$ cat src/rtl/mdio_master.sv
// Clause 22 MDIO management initiator: serialises one read/write frame per command on MDC/MDIO.
// Optional build macro MDIO_PREAMBLE_SUPPRESS_EN adds cmd_nopre to skip the 32-bit preamble per command.
module mdio_master #(
  parameter int CLK_DIV       = 4,
  parameter int PREAMBLE_BITS = 32
) (
  input  logic        clk,
  input  logic        reset,
  input  logic        cmd_valid,
  output logic        cmd_ready,
  input  logic        cmd_write,
  input  logic [4:0]  cmd_phyad,
  input  logic [4:0]  cmd_regad,
  input  logic [15:0] cmd_wdata,
`ifdef MDIO_PREAMBLE_SUPPRESS_EN
  input  logic        cmd_nopre,
`endif
  output logic        rsp_valid,
  output logic [15:0] rsp_rdata,
  output logic        rsp_err,
  output logic        busy,
  output logic        mdc,
  output logic        mdio_o,
  output logic        mdio_t,
  input  logic        mdio_i
);

  localparam int              DIV_W    = $clog2(CLK_DIV) + 1;
  localparam logic [DIV_W-1:0] DIV_LAST = DIV_W'(CLK_DIV - 1);
  localparam logic [5:0]      PRE_LAST = 6'(PREAMBLE_BITS - 1);

  typedef enum logic [2:0] {
    S_IDLE,
    S_PRE,
    S_HDR,
    S_TA,
    S_DATA,
    S_REL
  } state_t;

  state_t            state, state_nx;
  logic [DIV_W-1:0]  div_cnt, div_cnt_nx;
  logic              high_half, high_half_nx;
  logic [5:0]        bit_cnt, bit_cnt_nx;
  logic              write_q, write_nx;
  logic [4:0]        phyad_q, phyad_nx;
  logic [4:0]        regad_q, regad_nx;
  logic [15:0]       wdata_q, wdata_nx;
  logic [15:0]       rx_shift, rx_shift_nx;
  logic              ta_err, ta_err_nx;

  logic              cmd_ready_nx, busy_nx, mdc_nx, mdio_o_nx, mdio_t_nx;
  logic              rsp_valid_nx, rsp_err_nx;
  logic [15:0]       rsp_rdata_nx;
  logic              start_nopre;

`ifdef MDIO_PREAMBLE_SUPPRESS_EN
  assign start_nopre = cmd_nopre;
`else
  assign start_nopre = 1'b0;
`endif

  // Pad drive {mdio_t, mdio_o} for the bit selected by state and remaining-bit index.
  // Bit indices count down, so the index doubles as the MSB-first position in each field.
  function automatic logic [1:0] frame_drive(input state_t st, input logic [3:0] idx,
                                             input logic wr, input logic [4:0] pa,
                                             input logic [4:0] ra, input logic [15:0] wd);
    logic [13:0] hdr;
    hdr = {2'b01, (wr ? 2'b01 : 2'b10), pa, ra};
    frame_drive = 2'b11;
    case (st)
      S_PRE:   frame_drive = 2'b01;
      S_HDR:   frame_drive = {1'b0, hdr[idx]};
      S_TA:    if (wr) frame_drive = {1'b0, idx[0]};
      S_DATA:  if (wr) frame_drive = {1'b0, wd[idx]};
      default: frame_drive = 2'b11;
    endcase
  endfunction

  always_ff @(posedge clk) begin
    if (reset) begin
      state     <= S_IDLE;
      div_cnt   <= '0;
      high_half <= 1'b0;
      bit_cnt   <= '0;
      write_q   <= 1'b0;
      phyad_q   <= '0;
      regad_q   <= '0;
      wdata_q   <= '0;
      rx_shift  <= '0;
      ta_err    <= 1'b0;
      cmd_ready <= 1'b0;
      busy      <= 1'b0;
      mdc       <= 1'b0;
      mdio_o    <= 1'b1;
      mdio_t    <= 1'b1;
      rsp_valid <= 1'b0;
      rsp_rdata <= '0;
      rsp_err   <= 1'b0;
    end else begin
      state     <= state_nx;
      div_cnt   <= div_cnt_nx;
      high_half <= high_half_nx;
      bit_cnt   <= bit_cnt_nx;
      write_q   <= write_nx;
      phyad_q   <= phyad_nx;
      regad_q   <= regad_nx;
      wdata_q   <= wdata_nx;
      rx_shift  <= rx_shift_nx;
      ta_err    <= ta_err_nx;
      cmd_ready <= cmd_ready_nx;
      busy      <= busy_nx;
      mdc       <= mdc_nx;
      mdio_o    <= mdio_o_nx;
      mdio_t    <= mdio_t_nx;
      rsp_valid <= rsp_valid_nx;
      rsp_rdata <= rsp_rdata_nx;
      rsp_err   <= rsp_err_nx;
    end
  end

  always_comb begin
    state_nx     = state;
    div_cnt_nx   = div_cnt;
    high_half_nx = high_half;
    bit_cnt_nx   = bit_cnt;
    write_nx     = write_q;
    phyad_nx     = phyad_q;
    regad_nx     = regad_q;
    wdata_nx     = wdata_q;
    rx_shift_nx  = rx_shift;
    ta_err_nx    = ta_err;
    cmd_ready_nx = cmd_ready;
    busy_nx      = busy;
    mdc_nx       = mdc;
    rsp_valid_nx = 1'b0;
    rsp_rdata_nx = rsp_rdata;
    rsp_err_nx   = rsp_err;

    case (state)
      S_IDLE: begin
        cmd_ready_nx = 1'b1;
        busy_nx      = 1'b0;
        mdc_nx       = 1'b0;
        if (cmd_valid && cmd_ready) begin
          write_nx     = cmd_write;
          phyad_nx     = cmd_phyad;
          regad_nx     = cmd_regad;
          wdata_nx     = cmd_wdata;
          rx_shift_nx  = '0;
          ta_err_nx    = 1'b0;
          div_cnt_nx   = '0;
          high_half_nx = 1'b0;
          state_nx     = start_nopre ? S_HDR : S_PRE;
          bit_cnt_nx   = start_nopre ? 6'd13 : PRE_LAST;
          cmd_ready_nx = 1'b0;
          busy_nx      = 1'b1;
        end
      end

      default: begin
        if (div_cnt == DIV_LAST) begin
          div_cnt_nx = '0;
          if (!high_half) begin
            // Rising MDC: the responder's bit has been stable for the whole low half.
            high_half_nx = 1'b1;
            mdc_nx       = 1'b1;
            if (!write_q && state == S_TA && bit_cnt == 6'd0) ta_err_nx = mdio_i;
            if (!write_q && state == S_DATA) rx_shift_nx = {rx_shift[14:0], mdio_i};
          end else begin
            high_half_nx = 1'b0;
            mdc_nx       = 1'b0;
            if (bit_cnt != 6'd0) begin
              bit_cnt_nx = bit_cnt - 6'd1;
            end else begin
              case (state)
                S_PRE:  begin state_nx = S_HDR;  bit_cnt_nx = 6'd13; end
                S_HDR:  begin state_nx = S_TA;   bit_cnt_nx = 6'd1;  end
                S_TA:   begin state_nx = S_DATA; bit_cnt_nx = 6'd15; end
                S_DATA: begin state_nx = S_REL;  bit_cnt_nx = 6'd0;  end
                default: begin
                  state_nx     = S_IDLE;
                  rsp_valid_nx = 1'b1;
                  rsp_rdata_nx = write_q ? 16'h0000 : rx_shift;
                  rsp_err_nx   = ~write_q & ta_err;
                end
              endcase
            end
          end
        end else begin
          div_cnt_nx = div_cnt + DIV_W'(1);
        end
      end
    endcase

    {mdio_t_nx, mdio_o_nx} = frame_drive(state_nx, bit_cnt_nx[3:0], write_nx,
                                         phyad_nx, regad_nx, wdata_nx);
  end

endmodule

$ cat config.mk
export PLATFORM = sky130hd
export DESIGN_NAME = mdio_master
export DESIGN_NICKNAME = d
export VERILOG_FILES = /design/src/rtl/mdio_master.sv
export SDC_FILE = /design/constraint.sdc
export NUM_CORES = 1
export LEC_CHECK = 0
export CAP_MARGIN = 20
export CORE_UTILIZATION = 45
export CTS_CLUSTER_SIZE = 25
export DETAILED_ROUTE_END_ITERATION = 10
export PLACE_DENSITY = 0.65
export REMOVE_ABC_BUFFERS = 1
export SLEW_MARGIN = 10
export SYNTH_ARGS = -nofsm -noshare
export SYNTH_HDL_FRONTEND = slang
export SYNTH_SLANG_ARGS = --single-unit
$ cat constraint.sdc
create_clock -name clk -period 4 [get_ports clk]
set_input_delay 0.8 -clock clk [delete_from_list [all_inputs] [get_ports clk]]
set_output_delay 0.8 -clock clk [all_outputs]
set_load 0.02 [all_outputs]
==> run summary <==
For the count of final hold-check violations, the log shows 0. Counting every sink on the clock net gives 80. The share of layout cells above drive strength 1 is 0.0844, and the required time of the worst setup path is 4.22 ns. The count of nets left with antenna violations once routing finished came out at 0.

Once routing completed, OpenROAD measured the worst setup slack at 0.981 ns. For the leakage power summed over all cells, the log shows 1.57 nW. IR analysis of the VDD net gives a maximum drop of 0.000188 V.

The post-placement worst setup slack is 0.753 ns, and the count of hold-fix buffers inserted at cts is 0. The pin count of the biggest net entering global routing came out at 47. The die is 90.6 um tall.

The run gives 8210 um2 as the total die area. Most used flip-flop cell after synthesis: sky130_fd_sc_hd__dfxtp_1. The HPWL after detailed placement is 5.41 mm, and the wire length of the first global-routing pass is 13.8 mm. The fraction of registers with async set or reset after synthesis is 0, and the buffer levels on the longest clock path is 2. At the end of the flow, the number of nets in the layout was 504. For the remaining max-slew budget at the tightest pin, the log shows 0.426. The number of synthesis warnings was 0; the ratio of final minimum period to clock period was 0.755. Once layout is complete, the cells apart from fillers number 573. The number of clock buffers added by TritonCTS is 9. The logs give 0.453 for the share of synthesized area occupied by flip-flops and latches and 0.208 for the total track usage. Setup repair after global routing left no endpoint under its margin.

At the later pin of the worst-skew pair, clock insertion delay measures 0.36 ns. The path depth of the worst reg2reg path was 9. The core region is 7410 um2. After synthesis, the mean cell area works out to 8.32 um2. The time the worst path needs with I/O delays and setup is 3.02 ns.

For the pin with the worst max-slew slack, the measured transition is 0.861 ns. In the final timing run, aggregate negative setup slack is 0 ns. The run gives 0.477 as the starting density of the core. The routed wirelength normalized by instance count works out to 14.0 um. For this run the aggregate overflow at the end of global routing stands at 0. The horizontal extent of the die is 90.6 um, and the register bit total from synthesis is 80.

The pre-antenna-repair detailed-routing pass consisted of 4 iterations. The flow ran to the end, and the final reports show no timing, DRC or antenna violations. The via density per instance is 5.48, and the maximum fanout count along the critical path is 24.

The cell count after placement is 557. STA puts the critical path data arrival time at 3.24 ns. The routed layout has 3142 vias. Max-cap violations in this run came to 0.

The routability-driven placement congestion ratio was 0.812; the maximum operating frequency was 331 MHz. The number of enable flip-flop cells after synthesis was 0. The row count was 31. Setup violations remaining at the end of the flow were counted as 0.

The tools report the maximum level of the CTS H-tree as 3. Pin placement for this block handled 54 I/O pins. The power per standard cell area works out to 395 nW/um2. The clock tree root driver cell is sky130_fd_sc_hd__clkbuf_8. Via count of the first global-routing pass: 2908. Initial antenna violation count: 0. The tightest min-delay check is of the reg2reg type.

Counting every instance in the synthesized netlist gives 425. For the number of remaining DRC errors, the log shows 0. The cell depth of the worst hold path is 2, and the post-synthesis instance area is 3530 um2. Relative to the synthesized area, the layout overhead comes to 22.6%. The startpoint kind of the worst setup timing path was a register. After clock tree synthesis, the clock-pin slew on the worst setup and hold paths is 0.08 ns.

The netlist uses 57 different library cells. After clock tree synthesis, the repair step resized 0 gates. Port buffering added 53 buffers. In this run the post-CTS setup repair buffer count came out at 0. The tools report the antenna diode instance count as 0. For the final count of pins violating max slew, the log shows 0. Critical path capture point type: a register. Start-to-end type of the worst setup path: reg2reg. For this block, the routed nets add up to 8.05 mm of wire.

The clock arrives with 0.0117 ns of skew. The DRC violation total after the first TritonRoute iteration is 202. TritonCTS built the clock tree.
==> layer usage <==
metal,part of all wire,up-vias,global-route usage
met5,0,-,0
met4,0.025,0,0.0981
met3,0.059,17,0.0370
met2,0.45,102,0.320
met1,0.47,1422,0.280
li1,-,1601,-
==> kinds of logic (layout without fill, tap and decap cells) <==
kind of cell	Yosys count	in the layout	share of synthesized area
buffers and inverters	35	84	0.0428
DFF	80	80	0.453
and+or+nand+nor	174	174	0.227
xor gates and xnor gates	1	1	0.00248
adders and majority gates	4	4	0.0142
muxes	15	15	0.0442
AOI/OAI and AO/OA	116	116	0.217
==> Yosys cell counts, types with 2 or more instances <==
master | n | area [um2]
sky130_fd_sc_hd__nand3_1 | 28 | 140
sky130_fd_sc_hd__buf_1 | 3 | 11.3
sky130_fd_sc_hd__a21oi_1 | 56 | 280
sky130_fd_sc_hd__and3_1 | 2 | 12.5
sky130_fd_sc_hd__a22o_1 | 18 | 158
sky130_fd_sc_hd__buf_2 | 4 | 20.0
sky130_fd_sc_hd__a31oi_1 | 4 | 25.0
sky130_fd_sc_hd__a211oi_1 | 2 | 15.0
sky130_fd_sc_hd__mux2i_1 | 13 | 130
sky130_fd_sc_hd__o21ai_0 | 10 | 50.1
sky130_fd_sc_hd__nor3_1 | 10 | 50.1
sky130_fd_sc_hd__and2_1 | 2 | 12.5
sky130_fd_sc_hd__a211o_1 | 3 | 26.3
sky130_fd_sc_hd__clkbuf_1 | 20 | 75.1
sky130_fd_sc_hd__inv_1 | 6 | 22.5
sky130_fd_sc_hd__nor2_1 | 24 | 90.1
sky130_fd_sc_hd__nor3b_1 | 2 | 15.0
sky130_fd_sc_hd__nor3_2 | 2 | 20.0
sky130_fd_sc_hd__buf_6 | 2 | 22.5
sky130_fd_sc_hd__nor2b_1 | 2 | 12.5
sky130_fd_sc_hd__a221o_1 | 2 | 20.0
sky130_fd_sc_hd__o2111ai_1 | 2 | 17.5
sky130_fd_sc_hd__o211ai_1 | 3 | 22.5
sky130_fd_sc_hd__ha_1 | 4 | 50.1
sky130_fd_sc_hd__dfxtp_1 | 80 | 1600
sky130_fd_sc_hd__nand4_1 | 2 | 12.5
sky130_fd_sc_hd__or3_1 | 3 | 18.8
sky130_fd_sc_hd__nand2_1 | 87 | 327
==> state kept, by name, indices dropped and copies added (netlist names) <==
register	cells
bit_cnt	6
busy	1
cmd_ready	1
div_cnt	3
high_half	1
mdc	1
mdio_o	1
mdio_t	1
phyad_q	5
regad_q	5
rsp_err	1
rsp_rdata	16
rsp_valid	1
rx_shift	16
state	3
ta_err	1
wdata_q	16
write_q	1
==> through the flow <==
step                instance area (um2)   util  total power (W)  hold slack [ns]
finish                             4330  0.585          0.00171            0.455
global route                       4330  0.585          0.00179            0.481
CTS                                4330  0.585          0.00172            0.459
detailed placement                 4120  0.556          0.00110            0.447
global placement                   4120  0.556          0.00110            0.442
floorplan                          3410      -          0.00100            0.426
==> power breakdown <==
part / internal (W) / switching, W / total (W) / leakage, nW
registers: 0.000819 / 0.0000214 / 0.000841 / 0.648
logic: 0.000105 / 0.000140 / 0.000245 / 0.813
clock network: 0.000313 / 0.000314 / 0.000627 / 0.104
total: 0.00124 / 0.000475 / 0.00171 / 1.57
==> final cells by class <==
cell class | count | area (um2)
Fill cell | 679 | 3080
Multi-Input combinational cell | 310 | 1780
Sequential cell | 80 | 1600
Timing Repair Buffer | 62 | 593
Clock buffer | 10 | 138
Tap cell | 99 | 124
Clock inverter | 6 | 72.6
Inverter | 6 | 22.5
==> worst paths after layout <==
check,end,from,slack [ns]
min reg2reg,wdata_q[14],wdata_q[14],0.46
min,wdata_q[14],wdata_q[14],0.46
max reg2reg,mdio_o,state[1],0.98
max,mdio_o,state[1],0.98
==> critical path: stages, from the launching register on <==
cell	delay (ns)
sky130_fd_sc_hd__dfxtp_1	0.47
sky130_fd_sc_hd__nor3_2	0.50
sky130_fd_sc_hd__and3_1	0.58
sky130_fd_sc_hd__buf_4	0.37
sky130_fd_sc_hd__a2111o_1	0.17
sky130_fd_sc_hd__nand2_2	0.13
sky130_fd_sc_hd__nand2_1	0.10
sky130_fd_sc_hd__nand3_1	0.09
sky130_fd_sc_hd__a311oi_1	0.35
sky130_fd_sc_hd__o211ai_1	0.13
==> placed cells by master (no fill, tap or decap), types with 6 or more instances in the layout <==
| master | count |
|---|---|
| sky130_fd_sc_hd__o21ai_0 | 10 |
| sky130_fd_sc_hd__nand3_1 | 28 |
| sky130_fd_sc_hd__nor2_1 | 24 |
| sky130_fd_sc_hd__a21oi_1 | 56 |
| sky130_fd_sc_hd__buf_4 | 9 |
| sky130_fd_sc_hd__inv_1 | 6 |
| sky130_fd_sc_hd__dfxtp_1 | 80 |
| sky130_fd_sc_hd__mux2i_1 | 13 |
| sky130_fd_sc_hd__clkbuf_8 | 10 |
| sky130_fd_sc_hd__a22o_1 | 18 |
| sky130_fd_sc_hd__nand2_1 | 87 |
| sky130_fd_sc_hd__clkdlybuf4s50_1 | 52 |
| sky130_fd_sc_hd__nor3_1 | 10 |
Power figures use the tool's default switching activity.
